## config.mk

```make
export PLATFORM = sky130hd
export DESIGN_NAME = instr_fetch_unit_flat
export DESIGN_NICKNAME = d
export VERILOG_FILES = /design/src/rtl/legv8_pkg.sv /design/src/rtl/instr_fetch_unit_if.sv /design/src/rtl/fetch_fifo.sv /design/src/rtl/instr_fetch_unit.sv /design/src/flat_wrapper.sv
export SDC_FILE = /design/constraint.sdc
export NUM_CORES = 1
export LEC_CHECK = 0
export CAP_MARGIN = 30
export CORE_ASPECT_RATIO = 1.2
export CORE_MARGIN = 2
export CORE_UTILIZATION = 50
export DETAILED_ROUTE_END_ITERATION = 12
export HOLD_SLACK_MARGIN = 0.03
export PLACE_DENSITY_LB_ADDON = 0.05
export SKIP_CTS_REPAIR_TIMING = 1
export SYNTH_ARGS = -nofsm -noshare
export SYNTH_HDL_FRONTEND = slang
export SYNTH_SLANG_ARGS = --single-unit
export TNS_END_PERCENT = 50
```

## constraint.sdc

```tcl
create_clock -name clk -period 13.05 [get_ports clk]
set_input_delay 1.9575 -clock clk [delete_from_list [all_inputs] [get_ports clk]]
set_output_delay 1.9575 -clock clk [all_outputs]
set_load 0.1 [all_outputs]
```

## src/rtl/legv8_pkg.sv

```systemverilog
// legv8_pkg: shared LEGv8 fetch constants and the fetch FSM state encoding
package legv8_pkg;
  localparam int INST_W = 32;
  localparam int OPCODE_W = 11;
  localparam int OPCODE_MSB = 31;
  localparam int OPCODE_LSB = 21;
  localparam int PC_STEP = 4;
  typedef enum logic [1:0] {BOOT, RUN, FLUSH} fetch_state_t;
endpackage

```

## src/rtl/instr_fetch_unit_if.sv

```systemverilog
// instr_fetch_unit_if: fetch bundle (imem req/rsp, decode inst handshake, redirect); master = fetch unit, slave = memory/decode/execute side
interface instr_fetch_unit_if import legv8_pkg::*; #(parameter int ADDR_W = 64);
  logic imem_req_valid;
  logic imem_req_ready;
  logic [ADDR_W-1:0] imem_req_addr;
  logic imem_rsp_valid;
  logic [INST_W-1:0] imem_rsp_data;
  logic inst_valid;
  logic inst_ready;
  logic [INST_W-1:0] inst;
  logic [OPCODE_W-1:0] inst_opcode;
  logic [ADDR_W-1:0] inst_pc;
  logic redirect_valid;
  logic [ADDR_W-1:0] redirect_pc;
  modport master (
    output imem_req_valid, imem_req_addr, inst_valid, inst, inst_opcode, inst_pc,
    input imem_req_ready, imem_rsp_valid, imem_rsp_data, inst_ready, redirect_valid, redirect_pc
  );
  modport slave (
    input imem_req_valid, imem_req_addr, inst_valid, inst, inst_opcode, inst_pc,
    output imem_req_ready, imem_rsp_valid, imem_rsp_data, inst_ready, redirect_valid, redirect_pc
  );
endinterface

```

## src/rtl/fetch_fifo.sv

```systemverilog
// fetch_fifo: sync FIFO of {inst,pc} entries; ports clk, rst, push, pop, flush, din, dout (head), count
module fetch_fifo #(
  parameter int W = 96,
  parameter int DEPTH = 2
) (
  input logic clk,
  input logic rst,
  input logic push,
  input logic pop,
  input logic flush,
  input logic [W-1:0] din,
  output logic [W-1:0] dout,
  output logic [$clog2(DEPTH):0] count
);
  localparam int AW = $clog2(DEPTH);
  localparam int CW = AW + 1;
  logic [W-1:0] mem [DEPTH];
  logic [AW-1:0] wr, rd;
  assign dout = mem[rd];
  always_ff @(posedge clk or posedge rst)
    if (rst) begin
      mem <= '{default: '0};
      wr <= '0;
      rd <= '0;
      count <= '0;
    end else if (flush) begin
      wr <= '0;
      rd <= '0;
      count <= '0;
    end else begin
      if (push) mem[wr] <= din;
      wr <= wr + AW'(push);
      rd <= rd + AW'(pop);
      count <= count + CW'(push) - CW'(pop);
    end
endmodule

```

## src/rtl/instr_fetch_unit.sv

```systemverilog
// instr_fetch_unit: LEGv8 fetch (pc, in-order imem requests, instruction FIFO, redirect flush); ports clk, rst, bus (instr_fetch_unit_if.master)
module instr_fetch_unit import legv8_pkg::*; #(
  parameter int ADDR_W = 64,
  parameter int FIFO_DEPTH = 2,
  parameter logic [ADDR_W-1:0] RESET_PC = '0
) (
  input logic clk,
  input logic rst,
  instr_fetch_unit_if.master bus
);
  localparam int CW = $clog2(FIFO_DEPTH) + 1;
  localparam int EW = INST_W + ADDR_W;
  fetch_state_t state, state_n;
  logic [ADDR_W-1:0] pc, pc_n, rsp_addr;
  logic [CW-1:0] inflight, inflight_n, drop, drop_n, count, count_n;
  logic req_valid, req_valid_n, req_fire, rsp, push, pop;
  logic [EW-1:0] head;
  always_comb begin
    req_fire = req_valid & bus.imem_req_ready;
    rsp = bus.imem_rsp_valid & (inflight != '0);
    pop = bus.inst_valid & bus.inst_ready;
    push = rsp & (state == RUN) & (drop == '0) & ~bus.redirect_valid;
    // responses return in order, so the oldest outstanding request lies inflight words behind pc
    rsp_addr = pc - ADDR_W'(inflight) * ADDR_W'(PC_STEP);
    inflight_n = inflight + CW'(req_fire) - CW'(rsp);
    drop_n = bus.redirect_valid ? inflight_n : (state == FLUSH && rsp) ? drop - CW'(1) : drop;
    count_n = bus.redirect_valid ? '0 : count + CW'(push) - CW'(pop);
    state_n = bus.redirect_valid ? ((inflight_n != '0) ? FLUSH : RUN)
            : (state == FLUSH && drop_n != '0) ? FLUSH : RUN;
    pc_n = bus.redirect_valid ? bus.redirect_pc & ~ADDR_W'(3) : req_fire ? pc + ADDR_W'(PC_STEP) : pc;
    req_valid_n = (state_n == RUN) && ((inflight_n + count_n) < CW'(FIFO_DEPTH));
  end
  always_ff @(posedge clk or posedge rst)
    if (rst) begin
      state <= BOOT;
      pc <= RESET_PC;
      inflight <= '0;
      drop <= '0;
      req_valid <= 1'b0;
    end else begin
      state <= state_n;
      pc <= pc_n;
      inflight <= inflight_n;
      drop <= drop_n;
      req_valid <= req_valid_n;
    end
  fetch_fifo #(.W(EW), .DEPTH(FIFO_DEPTH)) u_fifo (
    .clk(clk),
    .rst(rst),
    .push(push),
    .pop(pop),
    .flush(bus.redirect_valid),
    .din({bus.imem_rsp_data, rsp_addr}),
    .dout(head),
    .count(count)
  );
  assign bus.imem_req_valid = req_valid;
  assign bus.imem_req_addr = pc;
  assign bus.inst_valid = count != '0;
  assign bus.inst = head[EW-1:ADDR_W];
  assign bus.inst_pc = head[ADDR_W-1:0];
  assign bus.inst_opcode = bus.inst[OPCODE_MSB:OPCODE_LSB];
endmodule
```

## src/flat_wrapper.sv

```systemverilog
// flat-port wrapper written by rule: the top's interface ports become plain ports
module instr_fetch_unit_flat import legv8_pkg::*;
#(
  parameter int ADDR_W = 64,
  parameter int FIFO_DEPTH = 2,
  parameter logic [ADDR_W-1:0] RESET_PC = '0
)
  (clk, rst, bus_imem_req_valid, bus_imem_req_addr, bus_inst_valid, bus_inst, bus_inst_opcode, bus_inst_pc, bus_imem_req_ready, bus_imem_rsp_valid, bus_imem_rsp_data, bus_inst_ready, bus_redirect_valid, bus_redirect_pc);
  instr_fetch_unit_if #(.ADDR_W(ADDR_W)) bus_i ();
  input logic clk;
  input logic rst;
  output wire logic [$bits(bus_i.imem_req_valid)-1:0] bus_imem_req_valid;
  output wire logic [$bits(bus_i.imem_req_addr)-1:0] bus_imem_req_addr;
  output wire logic [$bits(bus_i.inst_valid)-1:0] bus_inst_valid;
  output wire logic [$bits(bus_i.inst)-1:0] bus_inst;
  output wire logic [$bits(bus_i.inst_opcode)-1:0] bus_inst_opcode;
  output wire logic [$bits(bus_i.inst_pc)-1:0] bus_inst_pc;
  input wire logic [$bits(bus_i.imem_req_ready)-1:0] bus_imem_req_ready;
  input wire logic [$bits(bus_i.imem_rsp_valid)-1:0] bus_imem_rsp_valid;
  input wire logic [$bits(bus_i.imem_rsp_data)-1:0] bus_imem_rsp_data;
  input wire logic [$bits(bus_i.inst_ready)-1:0] bus_inst_ready;
  input wire logic [$bits(bus_i.redirect_valid)-1:0] bus_redirect_valid;
  input wire logic [$bits(bus_i.redirect_pc)-1:0] bus_redirect_pc;
  assign bus_imem_req_valid = bus_i.imem_req_valid;
  assign bus_imem_req_addr = bus_i.imem_req_addr;
  assign bus_inst_valid = bus_i.inst_valid;
  assign bus_inst = bus_i.inst;
  assign bus_inst_opcode = bus_i.inst_opcode;
  assign bus_inst_pc = bus_i.inst_pc;
  assign bus_i.imem_req_ready = bus_imem_req_ready;
  assign bus_i.imem_rsp_valid = bus_imem_rsp_valid;
  assign bus_i.imem_rsp_data = bus_imem_rsp_data;
  assign bus_i.inst_ready = bus_inst_ready;
  assign bus_i.redirect_valid = bus_redirect_valid;
  assign bus_i.redirect_pc = bus_redirect_pc;
  instr_fetch_unit #(.ADDR_W(ADDR_W), .FIFO_DEPTH(FIFO_DEPTH), .RESET_PC(RESET_PC)) u_core (.clk(clk), .rst(rst), .bus(bus_i));
endmodule
```

# [Yosys cells after proc, flatten, opt, wreduce, memory -nomap -nowiden]
# Index checks and enable logic that the tools add are counted.
[word_totals] regBits=267 latchBits=0 romBits=0 out_inout_bits=173 elab_cells=63 memories=0 ramBits=0 inputBits=102
[classes] bitwise=9 muxes=16 n_eq_ne=3 multipliers=0 div=0 reduce_logical=11 shifts=0 n_lt_le_gt_ge=4 n_addsub=10
[ops] operator="96-bit 2-to-1 mux" n=4
[ops] operator="192-bit bitwise mux" n=1
[ops] operator="64-bit 2-to-1 mux" n=2
[ops] operator="96-bit demux with 1-bit select" n=1
[ops] operator="64-bit by 3-bit adder with 64-bit output, second input constant" n=1
[ops] operator="64-bit by 4-bit subtractor with 64-bit output" n=1
[ops] operator="2-bit 2-to-1 mux" n=6
[ops] operator="2-bit nonzero test" n=5
[ops] operator="1-bit AND" n=6
[ops] operator="2-bit by 1-bit adder with 2-bit output" n=2
[ops] operator="2-bit by 1-bit equality test with 1-bit output, second input constant" n=2
[ops] operator="2-bit greater-or-equal comparator, second input constant" n=2
[ops] operator="1-bit logical AND" n=4
[ops] operator="1-bit inverter with 2-bit output" n=2
[ops] operator="2-bit by 1-bit subtractor with 2-bit output" n=2
[ops] operator="1-bit adder" n=2
[ops] operator="2-bit adder" n=1
[ops] operator="2-bit equality test, second input constant" n=1
[ops] operator="2-bit logical NOT" n=1
[ops] operator="2-bit by 1-bit < comparator with 1-bit output, second input constant" n=1
[ops] operator="2-bit < comparator, second input constant" n=1
[ops] operator="1-bit 2-to-1 mux" n=2
[ops] operator="2-bit AND reduction" n=1
[ops] operator="2-bit by 1-bit subtractor with 2-bit output, second input constant" n=1
[ops] operator="1-bit inverter" n=1

# [Depth between registers and ports, before layout]
# Gate-level depths: netlist of run 1.
[logic_depth] ltp_word=11 ltp_mapped=13 depth_no_buf=13

# [Hierarchy]
# A second synthesis of run 1 with hierarchy kept.
[hier_totals] hier_cells=1266 area_unflattened_um2=14341.3
[modules_own_cells] mod="fetch_fifo" cells_per_inst=529 seq_area_each_um2=4904.7 instances=1 area_each_um2=8436.8
[modules_own_cells] mod="instr_fetch_unit" cells_per_inst=737 seq_area_each_um2=1726.7 instances=1 area_each_um2=5904.4

# [Least setup slack after synthesis of run 1]
# OpenSTA, ideal clock, no wires.
[synth_path] path_kind="register to output" from="reg u_core.u_fifo.rd" to="out bus_inst_pc[41]" n_path_buf=3 required_time_ns=11.092 path_stages_with_launch=5 arrival_time_ns=3.098 setup_slack_ns=7.995 cell_sequence="dfrtp_1 > clkbuf_1 > clkbuf_1 > clkbuf_1 > o21ai_0"
[synth_between] elab_chain_len=4
[synth_rtl] element="start: declaration" line="fetch_fifo.sv:18" rtl="logic [AW-1:0] wr, rd;"
[synth_rtl] element="start signal: assignment" line="fetch_fifo.sv:33" rtl="rd <= rd + AW'(pop);"
[synth_rtl] element="1-bit inverter with 2-bit output (implied by the code)" line="fetch_fifo.sv:19" rtl="assign dout = mem[rd];"
[synth_rtl] element="96-bit 2-to-1 mux (implied by the code) (3 in a row)" line="fetch_fifo.sv:19"
[synth_rtl] element="end: declaration" line="flat_wrapper.sv:17" rtl="output wire logic [$bits(bus_i.inst_pc)-1:0] bus_inst_pc;"
# No other way between the ends. The select of a mux whose other input is x is not followed.

# [Final worst setup path of run 1]
[layout_path] from="reg u_core.u_fifo.rd" to="out bus_inst_pc[44]"
# The elaborated chain is that of the path after synthesis.

==> results of run 1 <==
## sequential cells by signal, indices dropped and copies added, names as in the netlist
| register | cells |
|---|---|
| u_core.bus.imem_req_addr | 62 |
| u_core.bus.imem_req_valid | 1 |
| u_core.u_fifo.count | 2 |
| u_core.u_fifo.mem | 188 |
| u_core.state | 2 |
| u_core.inflight | 2 |
| u_core.u_fifo.rd | 1 |
| u_core.drop | 2 |
| u_core.u_fifo.wr | 1 |
## layout by cell type (no fill, tap or decap), types with 4 or more instances in the layout
| master | netlist | layout |
|---|---|---|
| sky130_fd_sc_hd__nand4_1 | 40 | 40 |
| sky130_fd_sc_hd__nor3_1 | 23 | 22 |
| sky130_fd_sc_hd__o31ai_1 | 18 | 18 |
| sky130_fd_sc_hd__a31oi_1 | 62 | 62 |
| sky130_fd_sc_hd__clkdlybuf4s50_1 | 0 | 267 |
| sky130_fd_sc_hd__a21oi_1 | 77 | 77 |
| sky130_fd_sc_hd__nor2_1 | 164 | 164 |
| sky130_fd_sc_hd__ha_1 | 10 | 8 |
| sky130_fd_sc_hd__and3_1 | 15 | 15 |
| sky130_fd_sc_hd__nand3_1 | 47 | 47 |
| sky130_fd_sc_hd__nor4_1 | 27 | 27 |
| sky130_fd_sc_hd__o21ai_0 | 61 | 61 |
| sky130_fd_sc_hd__xor2_1 | 42 | 42 |
| sky130_fd_sc_hd__mux2_2 | 160 | 160 |
| sky130_fd_sc_hd__clkbuf_8 | 0 | 8 |
| sky130_fd_sc_hd__or3_1 | 29 | 29 |
| sky130_fd_sc_hd__o211ai_1 | 5 | 5 |
| sky130_fd_sc_hd__nand2_1 | 89 | 89 |
| sky130_fd_sc_hd__dfrtp_1 | 261 | 260 |
| sky130_fd_sc_hd__conb_1 | 1 | 4 |
| sky130_fd_sc_hd__buf_4 | 15 | 16 |
| sky130_fd_sc_hd__buf_16 | 0 | 13 |
| sky130_fd_sc_hd__bufinv_16 | 0 | 6 |
| sky130_fd_sc_hd__xnor2_1 | 38 | 38 |
| sky130_fd_sc_hd__or2_2 | 4 | 4 |
| sky130_fd_sc_hd__and2_1 | 8 | 8 |
| sky130_fd_sc_hd__inv_1 | 23 | 22 |
| sky130_fd_sc_hd__or4_1 | 29 | 29 |
| sky130_fd_sc_hd__clkbuf_16 | 0 | 29 |
| sky130_fd_sc_hd__nor2b_1 | 6 | 6 |
## final cells by class
cell class                 count  share of cell area
inverter                      23            0.005217
sequential                   261              0.3633
clock inverter                11             0.01182
clock buffer                  40             0.04709
antenna                        2           0.0002782
multi-input combinational   1008              0.3732
tap                          340             0.02365
timing repair buffer         297              0.1754
## routing by layer
| metal | wire length (microns) | part of all wire | vias to the layer above |
|---|---|---|---|
| met1 | 16750 | 0.42 | 5664 |
| met2 | 19080 | 0.48 | 422 |
| li1 | - | - | 5472 |
| met5 | 12 | 0.00030 | - |
| met4 | 740 | 0.019 | 2 |
| met3 | 2867 | 0.073 | 47 |
## kinds of logic (layout without fill, tap and decap cells)
logic type	after synthesis	after routing	synth area share
muxes	161	161	0.1306
DFF	261	261	0.4708
and+or+nand+nor	515	515	0.1901
adders and majority gates	11	11	0.01046
other	1	6	0.0002703
AOI/OAI and AO/OA	237	237	0.09867
buffers and inverters	154	371	0.04861
xor gates and xnor gates	80	80	0.05050
## worst paths after layout
kind / slack, ns / startpoint / end / depth (start not counted)
hold / removal: 0.50 / u_core.u_fifo.mem[89]$_DFFE_PP0P_ / u_core.u_fifo.mem[89]$_DFFE_PP0P_ / 1
min in group asynchronous: 2.00 / rst / u_core.u_fifo.mem[5]$_DFFE_PP0P_ / 2
setup / recovery: 7.44 / u_core.u_fifo.rd$_DFF_PP0_ / bus_inst_pc[44] / 3
max in group asynchronous: 8.69 / rst / u_core.bus.imem_req_addr[23]$_DFFE_PP0N_ / 4
setup reg to reg: 9.66 / u_core.bus.imem_req_addr[9]$_DFFE_PP0N_ / u_core.u_fifo.mem[52]$_DFFE_PP0P_ / 5
hold reg to reg: 0.50 / u_core.u_fifo.mem[89]$_DFFE_PP0P_ / u_core.u_fifo.mem[89]$_DFFE_PP0P_ / 1
## through the flow
step                power (mW)  hold slack (ns)  worst slack [ns]  area [sq um]
finish                   5.142           0.5011             7.443         17990
global route             5.345           0.5149             7.308         17990
CTS                      5.169           0.5043             7.380         17870
detailed placement       4.262           0.4897             7.732         16810
global placement         4.217           0.4830             7.823         16570
floorplan                3.624           0.4750             3.909         13880
## power by group through the flow
stage | registers (mW) | clock network [mW] | logic [mW]
6_report | 1.24 | 0.895 | 3.01
5_1_grt | 1.27 | 0.946 | 3.13
4_1_cts | 1.24 | 0.910 | 3.02
3_5_place_dp | 1.25 | 0 | 3.01
3_3_place_gp | 1.23 | 0 | 2.98
2_1_floorplan | 1.31 | 0 | 2.32
==> summary.md, run 1 <==
• **outcome** completed
• **number of enable-type register cells in the synthesized netlist** 0
• **shortest clock period the worst path allows after layout** 5.607 ns
• **placement row count** 66
• **pin slew with the least headroom to its limit** 1.046 ns
• **capturing element type of the critical path** output pin
• **starting utilization of the core area** 0.5106
• **post-route clock period utilization** 0.4296
• **syn avg cell area** 9.770 sq um
• **top-level I/O count** 275
• **non-filler cells, final** 1982
• **maximum number of pins on one net before global-route repair** 128
• **number of CTS-inserted buffers** 28
• **Max clock buf depth** 3
• **cell at the root of the clock tree** sky130_fd_sc_hd__clkbuf_16
• **NetSw** 2.729 mW
• **crit-path leading delay family** buffers and inverters
• **met2 routing resource usage after global routing** 0.4496
• **wire length per cell** 19.90 microns
• **Detailed Routing Iterations Pass 1** 5
• **Placed Cells** 1925
• **fraction of layout cells with a size suffix above 1** 0.1610
• **headroom to the max-slew limit** 0.3003
• **leading cell type by number of instances after synthesis** sky130_fd_sc_hd__dfrtp_1
• **type of the worst setup path** flop to output pin
• **quantity of I/O buffers inserted on ports** 268
• **DRT iter0 DRCs** 752
• **stage delay of the slowest cell on the critical path** 1.13 ns
• **Hold Crit Class** flop to flop
• **Detailed Place HPWL** 27030 microns
• **commonest register cell after synthesis** sky130_fd_sc_hd__dfrtp_1
• **number of synthesized register bits** 261
• **async set-or-reset flop fraction in the synthesized netlist** 1.000
• **Clk pin slew, worst setup/hold paths** 0.06 ns
• **setup-violating endpoint count in the final report** 0
• **count of warnings emitted by yosys** 0
• **Commonest cells post-synth** 261 x sky130_fd_sc_hd__dfrtp_1, 164 x sky130_fd_sc_hd__nor2_1, 160 x sky130_fd_sc_hd__mux2_2
• **crit path cell chain** buf_4, mux2_2, clkdlybuf4s50_1
• **arrival time at the worst endpoint** 3.65 ns
• **layer with the highest usage after global routing** met2
• **count of unique library cells instantiated by Yosys** 58
• **largest cells by area after synthesis** sky130_fd_sc_hd__dfrtp_1 47%, sky130_fd_sc_hd__mux2_2 13%, sky130_fd_sc_hd__nor2_1 4.4%
• **combinational group share of total power** 0.585
• **Final TNS setup** 0 ns
• **all-layer global routing usage** 0.2692
• **final clock skew** 0.01450 ns
• **nets** 1732
• **netlist area before placement** 13870 sq um
• **routability congestion estimate from global placement** 0.8933
• **upper clock frequency limit** 178.4 MHz
• **clock latency at the later pin of the worst-skew pair** 0.54 ns
• **vias per cell** 5.856
• **number of global-route vias before repair** 11560
• **width of the chip** 156.1 microns
• **die area** 29100 sq um
• **global-route wire length before repair** 62910 microns
• **data required time of the worst path** 11.09 ns
• **number of antenna violations at the first check in global routing** 3
• **count of vias placed by the detailed router** 11607
• **Layout area overhead** 29.66%
• **sum of overflow across all layers after global routing** 0
• **Final Max Tran Viols** 0
• **leakage dissipation** 7.235 nW
• **htree depth** 1
• **max-capacitance violation count** 0
• **number of hold-slack violations in the final timing report** 0
• **unrepaired setup endpoints after global routing** no
• **register area share after synthesis** 0.4708
• **final wirelength** 39450 microns
• **Placeable Area** 27170 sq um
• **number of standard cells after synthesis** 1420
• **type of element launching the critical path** flop
• **remaining number of nets flagged by the antenna check after routing** 0
• **maximum fanout encountered on the critical timing path** 63
• **sequential group share of total power** 0.241
• **proportion of power drawn by the clock network** 0.174
• **met1 layer usage reported by global route** 0.3665
• **fraction of power spent switching nets** 0.5307
• **sinks on the clock net** 261
• **Pwr Density** 285.9 nW/um^2
• **Register Area** 6535 sq um
• **count of buffering cells on the critical path with inverters included** 2
• **cell-internal power** 2.413 mW
• **number of fillers in the final layout** 2228
• **critical-path cell with the highest stage delay** sky130_fd_sc_hd__clkdlybuf4s50_1
• **largest area contributor in the netlist** sky130_fd_sc_hd__dfrtp_1
• **vertical die dimension** 186.5 microns
• **area taken by multi-input logic gates** 6714 sq um
• **maximum resistive drop on vdd** 0.2179 mV
• **DRC errors left** 0
• **met3 track demand over resource** 0.05156
• **TritonCTS clock tree** yes
• **Layout Utilization** 0.6621
• **proportion of netlist area held by the largest area contributor** 0.4708
No activity file was read; power rests on OpenSTA's default activity.
==> run 2: changes to the inputs <==
==> constraint.sdc (replaced) <==
create_clock -name clk -period 5.8 [get_ports clk]
set_input_delay 0.87 -clock clk [delete_from_list [all_inputs] [get_ports clk]]
set_output_delay 0.87 -clock clk [all_outputs]
set_load 0.1 [all_outputs]
==> run 2 against run 1 <==
Against the previous run:
- first-iteration DRC count grew 0.40%
- total power grew 120%
- combinational power grew 120%
- flip-flop and latch count is the same
- cell area shrank 0.33%
- clock skew grew 0.0011 ns
- clock power grew 110%
- sequential share of layout area grew 0.12 points
==> summary.md, run 2 (synthesis results as in run 1) <==
• **Layout area overhead** 29.23%
• **outcome** completed
• **Largest register FFs** 188
• **most common cell after layout, fill and taps aside** sky130_fd_sc_hd__clkdlybuf4s50_1
• **proportion of power drawn by the clock network** 0.162
• **NetSw** 6.182 mW
• **maximum fanout encountered on the critical timing path** 54
• **placed cell areas** 16940 sq um
• **Hold Crit Class** flop to flop
• **number of antenna violations at the first check in global routing** 3
• **TritonCTS clock tree** yes
• **Detailed Routing Iterations Pass 1** 5
• **number of CTS-inserted buffers** 29
• **top-level I/O count** 275
• **routability congestion estimate from global placement** 0.8739
• **clock latency at the later pin of the worst-skew pair** 0.55 ns
• **dpl ws** 2.050 ns
• **Placeable Area** 27170 sq um
• **fraction of layout cells with a size suffix above 1** 0.1624
• **type of the worst setup path** flop to output pin
• **sum of overflow across all layers after global routing** 0
• **Final TNS setup** 0 ns
• **Max clock buf depth** 3
• **data required time of the worst path** 4.93 ns
• **DRT iter0 DRCs** 755
• **combinational group share of total power** 0.592
• **global-route wire length before repair** 63980 microns
• **smallest setup slack after layout** 1.474 ns
• **largest register by flop count** u_core.u_fifo.mem
• **DRC errors left** 0
• **count of vias placed by the detailed router** 11611
• **number of global-route vias before repair** 11613
• **setup-violating endpoint count in the final report** 0
• **htree depth** 1
• **cell at the root of the clock tree** sky130_fd_sc_hd__clkbuf_16
• **wire length per cell** 20.12 microns
• **shortest clock period the worst path allows after layout** 4.326 ns
• **post-route clock period utilization** 0.7458
• **maximum number of pins on one net before global-route repair** 103
• **vertical die dimension** 186.5 microns
• **number of hold-slack violations in the final timing report** 0
• **placement row count** 66
• **final clock skew** 0.01558 ns
• **maximum resistive drop on vdd** 0.6286 mV
• **cell-internal power** 5.243 mW
• **pin slew with the least headroom to its limit** 1.029 ns
• **unrepaired setup endpoints after global routing** no
• **nets** 1736
• **remaining number of nets flagged by the antenna check after routing** 0
• **flop2flop setup slack** 2.20 ns
• **final cell area excluding filler cells** 17930 sq um
• **type of element launching the critical path** flop
• **total chip power** 11.42 mW
• **quantity of I/O buffers inserted on ports** 268
• **upper clock frequency limit** 231.2 MHz
• **width of the chip** 156.1 microns
• **leakage dissipation** 7.214 nW
• **Detailed Place HPWL** 27490 microns
• **headroom to the max-slew limit** 0.3115
• **Pwr Density** 637.2 nW/um^2
• **final wirelength** 39970 microns
• **leading cell types in the layout, fill and taps excluded** 267 x sky130_fd_sc_hd__clkdlybuf4s50_1, 260 x sky130_fd_sc_hd__dfrtp_1, 164 x sky130_fd_sc_hd__nor2_1, 160 x sky130_fd_sc_hd__mux2_2, 89 x sky130_fd_sc_hd__nand2_1
• **Layout Utilization** 0.6599
• **max-capacitance violation count** 0
• **starting utilization of the core area** 0.5106
• **Clk pin slew, worst setup/hold paths** 0.06 ns
• **vias per cell** 5.843
• **fraction of power spent switching nets** 0.5411
• **Final Max Tran Viols** 0
• **die area** 29100 sq um
• **capturing element type of the critical path** output pin
• **sinks on the clock net** 261
• **sequential group share of total power** 0.246
• **all-layer global routing usage** 0.2743
• **arrival time at the worst endpoint** 3.46 ns
[run 2: layer usage]
layer / part of all wire / track usage / up-vias
li1: - / - / 5470
met1: 0.42 / 0.3690 / 5652
met2: 0.48 / 0.4535 / 422
met3: 0.072 / 0.05225 / 67
met4: 0.029 / 0.07833 / 0
met5: 0 / 0 / -
[run 2: power groups by stage]
| stage | combinational [mW] | sequential [mW] | clock [mW] |
|---|---|---|---|
| 6_report | 6.77 | 2.81 | 1.85 |
| 5_1_grt | 7.03 | 2.89 | 1.96 |
| 4_1_cts | 6.81 | 2.81 | 1.87 |
| 3_5_place_dp | 6.78 | 2.83 | 0 |
| 3_3_place_gp | 6.69 | 2.80 | 0 |
| 2_1_floorplan | 5.21 | 2.94 | 0 |
[run 2: final cells by class]
cell class                 instances  area [sq um]
timing repair buffer             300          3206
inverter                          23         90.09
sequential                       261          6535
tap                              340         425.4
multi-input combinational       1008          6714
antenna                            3         7.507
clock buffer                      39         823.3
clock inverter                    13         127.6
fill                            2252          9240
[run 2: stage by stage]
stage	instances	hold WS, ns
final	1987	0.5013
after global routing	1985	0.5137
after CTS	1983	0.5052
after detailed placement	1931	0.4916
after global placement	1918	0.4826
after floorplan	1423	0.4750
[run 2: final timing paths]
check / to / depth (start not counted) / start
worst max register to register: u_core.u_fifo.mem[52]$_DFFE_PP0P_ / 8 / u_core.bus.imem_req_addr[2]$_DFFE_PP0N_
worst min-delay path: u_core.u_fifo.mem[165]$_DFFE_PP0P_ / 1 / u_core.u_fifo.mem[165]$_DFFE_PP0P_
min in group asynchronous: u_core.u_fifo.mem[103]$_DFFE_PP0P_ / 2 / rst
worst max-delay path: bus_inst_pc[58] / 4 / u_core.u_fifo.rd$_DFF_PP0_
worst min register to register: u_core.u_fifo.mem[165]$_DFFE_PP0P_ / 1 / u_core.u_fifo.mem[165]$_DFFE_PP0P_
max in group asynchronous: u_core.u_fifo.rd$_DFF_PP0_ / 3 / rst
[run 2: critical path: stages (launching register included)]
cell and delay [ns]:
sky130_fd_sc_hd__dfrtp_4 0.99, sky130_fd_sc_hd__buf_4 0.49, sky130_fd_sc_hd__nand2_1 0.08, sky130_fd_sc_hd__o21ai_0 0.13
sky130_fd_sc_hd__clkdlybuf4s50_1 1.19
==> RTL edit 1: new RTL, config.mk and constraints of run 2 <==
Encoding of `fetch_state_t`: now one-hot (3 bits for 3 states).
--- a/src/rtl/legv8_pkg.sv
+++ b/src/rtl/legv8_pkg.sv
@@ -6,5 +6,5 @@
   localparam int OPCODE_LSB = 21;
   localparam int PC_STEP = 4;
-  typedef enum logic [1:0] {BOOT, RUN, FLUSH} fetch_state_t;
+  typedef enum logic [2:0] {BOOT = 3'b001, RUN = 3'b010, FLUSH = 3'b100} fetch_state_t;
 endpackage
 
Behaviour: no difference found for any inputs over 4 cycles, from zero or initial values and one cycle with rst high; so few cycles prove little.
==> RTL edit 1 against run 2 <==
Register-to-register slack improved by 0.03 ns. Utilization up 0.12 points. Routed wire length fell by 0.87%. Combinational power shrank 19%. Clock skew down 0.0046 ns. Area after synthesis down 0.38%. Setup slack improved by 0.14 ns. Sequential cell count rose by 1. Synthesized cell count decreased by 0.21%. Design area up 0.18%. Total power is 12% lower. Cell count fell by 0.25%. Critical endpoint is now bus_inst_opcode[9].
==> RTL edit 1: results (changes against run 2) <==
status:
  outcome: "completed"
sta:
  fin_worst_skew_ns: 0.0109  # -0.00464 ns
  worst_slew_pin_slew_ns: 1.04  # +0.0136 ns
power:
  p_leak_nw: 7.31  # +1.4%
  ir_drop_mv: 0.440  # -30%
clock_tree:
  htree_num_levels: 1  # unchanged
  numCtsBuffers: 28  # -3.4%
  clk_latency_ns: 0.55  # about the same
  path_clk_slew_ns: 0.06  # about the same
  cts_buffer_depth: 3  # unchanged
  root_buffer: "clkbuf_16"
yosys:
  yosys-top-cells-area: "dfrtp_1 47%, mux2_2 13%, nor2_1 4.9%"
  synth_top_cells_by_count: "261 x dfrtp_1, 181 x nor2_1, 158 x mux2_2"
  netlist_instances: 1417  # -0.21%
  ys_async_sr_fraction_pct: 100  # unchanged
  yosysWarnings: 0  # unchanged
  synth_ff_type: "dfrtp_1"
  synthDistinctLibCells: 50  # -14%
  synth-seq-area-share_pct: 47.4  # +0.37 points
routing:
  wl_per_cell_um: 20.0  # -0.62%
  firstDrtPassIters: 5  # unchanged
  via_per_inst: 5.90  # +0.99%
  drtIter0Drc: 752  # -0.40%
  vias: 11697  # +0.74%
placement:
  dpl_cell_area_sq_um: 16800  # -0.77%
  globalplace.congestion: 0.879  # +0.54%
  io_buffers: 268  # unchanged
  dpl.cell_count: 1926  # -0.26%
  dpl_worst_slack_ns: 2.00  # -0.0493 ns
  hpwl_mm: 27.7  # +0.74%
worst_hold_path:
  hold_depth: 1  # unchanged
  hold_path.class: "flip-flop to flip-flop"
layout:
  largest_reg_flops: 188  # unchanged
  nNetsFinal: 1733  # -0.17%
  max_flop_register: "u_core.u_fifo.mem"
  num-fill-cells: 2254  # +0.089%
  drive_gt1_share_pct: 15.5  # -0.76 points
global_route:
  grt_max_degree: 82  # -20%
  grt_usage_pct: 26.9  # -0.52 points
  grt_first_pass_wirelength_mm: 61.9  # -3.3%
  grt_pass1_vias: 11476  # -1.2%
  antenna_found_initial: 3  # unchanged
worst_setup_path:
  ff2ff_path_depth: 8  # unchanged
  arrival_ns: 3.31  # -0.15 ns
  crit_fanout: 37  # -31%
==> RTL edit 1: power by group <==
group | internal [mW] | switching [mW] | total [mW]
Sequential | 2.26 | 0.340 | 2.60
Combinational | 1.47 | 3.99 | 5.46
Clock | 1.27 | 0.757 | 2.03
Total | 5.00 | 5.09 | 10.1
==> RTL edit 1: worst paths after layout <==
check	from	end	slack, ns
max	u_core.u_fifo.rd$_DFF_PP0_	bus_inst_opcode[9]	1.62
min	u_core.u_fifo.mem[93]$_DFFE_PP0P_	u_core.u_fifo.mem[93]$_DFFE_PP0P_	0.50
max reg2reg	u_core.bus.imem_req_addr[2]$_DFFE_PP0N_	u_core.u_fifo.mem[62]$_DFFE_PP0P_	2.23
min reg2reg	u_core.u_fifo.mem[93]$_DFFE_PP0P_	u_core.u_fifo.mem[93]$_DFFE_PP0P_	0.50
max in group asynchronous	rst	u_core.u_fifo.mem[92]$_DFFE_PP0P_	4.05
min in group asynchronous	rst	u_core.u_fifo.rd$_DFF_PP0_	0.69
==> RTL edit 1: area by class of cell <==
| class | instances | area [sq um] | share of cell area, % |
|---|---|---|---|
| Clock inverter | 14 | 248 | 1.38 |
| Timing Repair Buffer | 300 | 3190 | 17.7 |
| Tap cell | 340 | 425 | 2.37 |
| Inverter | 21 | 82.6 | 0.460 |
| Antenna cell | 1 | 2.50 | 0.0139 |
| Multi-Input combinational cell | 1007 | 6660 | 37.1 |
| Sequential cell | 262 | 6560 | 36.5 |
| Clock buffer | 37 | 796 | 4.43 |
==> RTL edit 1: logic make-up (layout without fill, tap and decap cells) <==
logic type	Yosys count	in the layout	share of synthesized area, %
DFF	262	262	47.4
xor gates and xnor gates	78	78	4.94
other	1	6	0.0271
buffers and inverters	152	372	4.67
AOI/OAI and AO/OA	238	238	9.94
muxes	159	159	12.9
and+or+nand+nor	516	516	19.0
adders and majority gates	11	11	1.05
==> RTL edit 1: per-layer routing <==
layer | wire, um | up-vias | global-route usage [%] | part of all wire [%]
met1 | 15800 | 5733 | 33.0 | 40
met3 | 3010 | 87 | 6.36 | 7.6
met5 | 0 | - | 0 | 0
met2 | 19500 | 419 | 46.4 | 49
met4 | 1330 | 0 | 9.94 | 3.4
li1 | - | 5458 | - | -
==> RTL edit 1: worst max-delay path, cell delays in order, from the launching register on <==
cell             delay [ns]
dfrtp_4                0.75
buf_12                 0.29
buf_4                  0.31
mux2_2                 0.38
clkdlybuf4s50_1        0.98
==> RTL edit 2: new RTL, settings of run 2 <==
Made on the original files. `FIFO_DEPTH` is set to 2 in 2 places; all go to 4.
--- a/src/rtl/instr_fetch_unit.sv
+++ b/src/rtl/instr_fetch_unit.sv
@@ -2,5 +2,5 @@
 module instr_fetch_unit import legv8_pkg::*; #(
   parameter int ADDR_W = 64,
-  parameter int FIFO_DEPTH = 2,
+  parameter int FIFO_DEPTH = 4,
   parameter logic [ADDR_W-1:0] RESET_PC = '0
 ) (
--- a/src/flat_wrapper.sv
+++ b/src/flat_wrapper.sv
@@ -3,5 +3,5 @@
 #(
   parameter int ADDR_W = 64,
-  parameter int FIFO_DEPTH = 2,
+  parameter int FIFO_DEPTH = 4,
   parameter logic [ADDR_W-1:0] RESET_PC = '0
 )
Function: changed (a bounded check fails within 4 cycles, from zero or initial values and one cycle with rst high).
==> RTL edit 2 against run 2 <==
Sequential cell count up 193. Area after synthesis up 59%. Via count up 46%. Routed wire length up 52%. Cell count up 53%. Setup slack worse by 0.12 ns. Largest power group unchanged. First-iteration DRC count up 32%. Total power down 0.15%. Design area up 51%.
==> RTL edit 2: results (changes against run 2) <==
worst_hold_path:
  hold_depth: 2  # +1
  hold_end: "u_core.u_fifo.mem[259]$_DFFE_PP0P_"
  hold_path.startpoint: "u_core.u_fifo.mem[259]$_DFFE_PP0P_"
worst_setup_path:
  arrival_ns: 3.57  # +0.11 ns
  cp-endpoint: "bus_inst_pc[12]"
  r2r_end: "u_core.bus.imem_req_valid$_DFF_PP0_"
  ff2ff_path_depth: 15  # +7
  crit_start: "u_core.u_fifo.rd[0]$_DFF_PP0_"
  crit_fanout: 29  # -46%
  regToRegSetupSlack_ns: 2.17  # -0.03 ns
  r2r-start: "u_core.inflight[1]$_DFF_PP0_"
layout:
  final_cells: 3032  # +53%
  nNetsFinal: 2559  # +47%
  largest_reg_flops: 376  # +100%
  num_antenna_cells: 0  # -3
  drive_gt1_share_pct: 10.2  # -6.0 points
placement:
  hpwl_mm: 39.1  # +42%
  globalplace.congestion: 0.806  # -7.8%
  dpl_cell_area_sq_um: 25400  # +50%
  dpl.cell_count: 2948  # +53%
  dpl_worst_slack_ns: 1.59  # -0.463 ns
global_route:
  grt_max_degree: 157  # +52%
  use_met1_pct: 34.4  # -2.5 points
  antenna_found_initial: 5  # +2
  grt_first_pass_wirelength_mm: 96.0  # +50%
  grt_use_met3_pct: 5.52  # +0.30 points
  grt_usage_pct: 27.0  # -0.39 points
  use_met2_pct: 47.2  # +1.8 points
yosys:
  synth-seq-area-share_pct: 51.6  # +4.5 points
  netlist_instances: 2260  # +59%
  synthDistinctLibCells: 54  # -6.9%
  synth_top_cells_by_count: "687 x nand2_1, 454 x dfrtp_1, 226 x o21ai_0"
  yosys-top-cells-area: "dfrtp_1 52%, nand2_1 12%, mux4_2 9.6%"
sta:
  slew_headroom_pct: 29.5  # -1.6 points
  fin_worst_skew_ns: 0.0237  # +0.00814 ns
  min_period_ns: 4.44  # +0.119 ns
  hold_viol_final: 0  # unchanged
  holdWs_ns: 0.465  # -0.0359 ns
power:
  comb-power_mw: 4.57  # -32%
  p_seq_mw: 3.80  # +35%
  p_int_mw: 6.65  # +27%
  ir_drop_mv: 0.273  # -57%
  power.total_mw: 11.4  # -0.15%
  p_leak_nw: 11.9  # +65%
routing:
  vias: 16992  # +46%
  dr.max_layer_used: "met5"
  drtIter0Drc: 1000  # +32%
  drt-met1-wl_mm: 24.9  # +49%
  wl_per_cell_um: 20.0  # -0.63%
  dr_wl_met3_mm: 3.65  # +27%
clock_tree:
  htree_num_levels: 2  # +1
  clk_latency_ns: 0.59  # +0.04 ns
  numCtsBuffers: 48  # +66%
status:
  outcome: "completed"
[RTL edit 2: cell types whose count changed after synthesis, sizes merged, moves of 55 or more]
cell | before | now
a31oi | 62 | 7
dfrtp | 261 | 454
mux4 | 0 | 94
o21ai | 61 | 253
nand2 | 89 | 688
nor2 | 164 | 94
mux2 | 160 | 10
[RTL edit 2: cell type report]
type                            instances  area, sq um
Clock buffer                           67         1410
Clock inverter                         15          140
Fill cell                            3680        16600
Inverter                               34          131
Multi-Input combinational cell       1591         9830
Sequential cell                       454        11400
Tap cell                              559          699
Timing Repair Buffer                  312         3440
[RTL edit 2: kinds of logic (layout without fill, tap and decap cells)]
family	count (synthesis)	count (layout)	share of synthesized area (%)
adders and majority gates	16	16	1.01
DFF	454	454	51.6
AOI/OAI and AO/OA	315	315	7.52
and+or+nand+nor	1013	1013	20.1
buffers and inverters	218	428	4.05
other	1	4	0.0170
xor gates and xnor gates	126	126	5.01
muxes	117	117	10.7
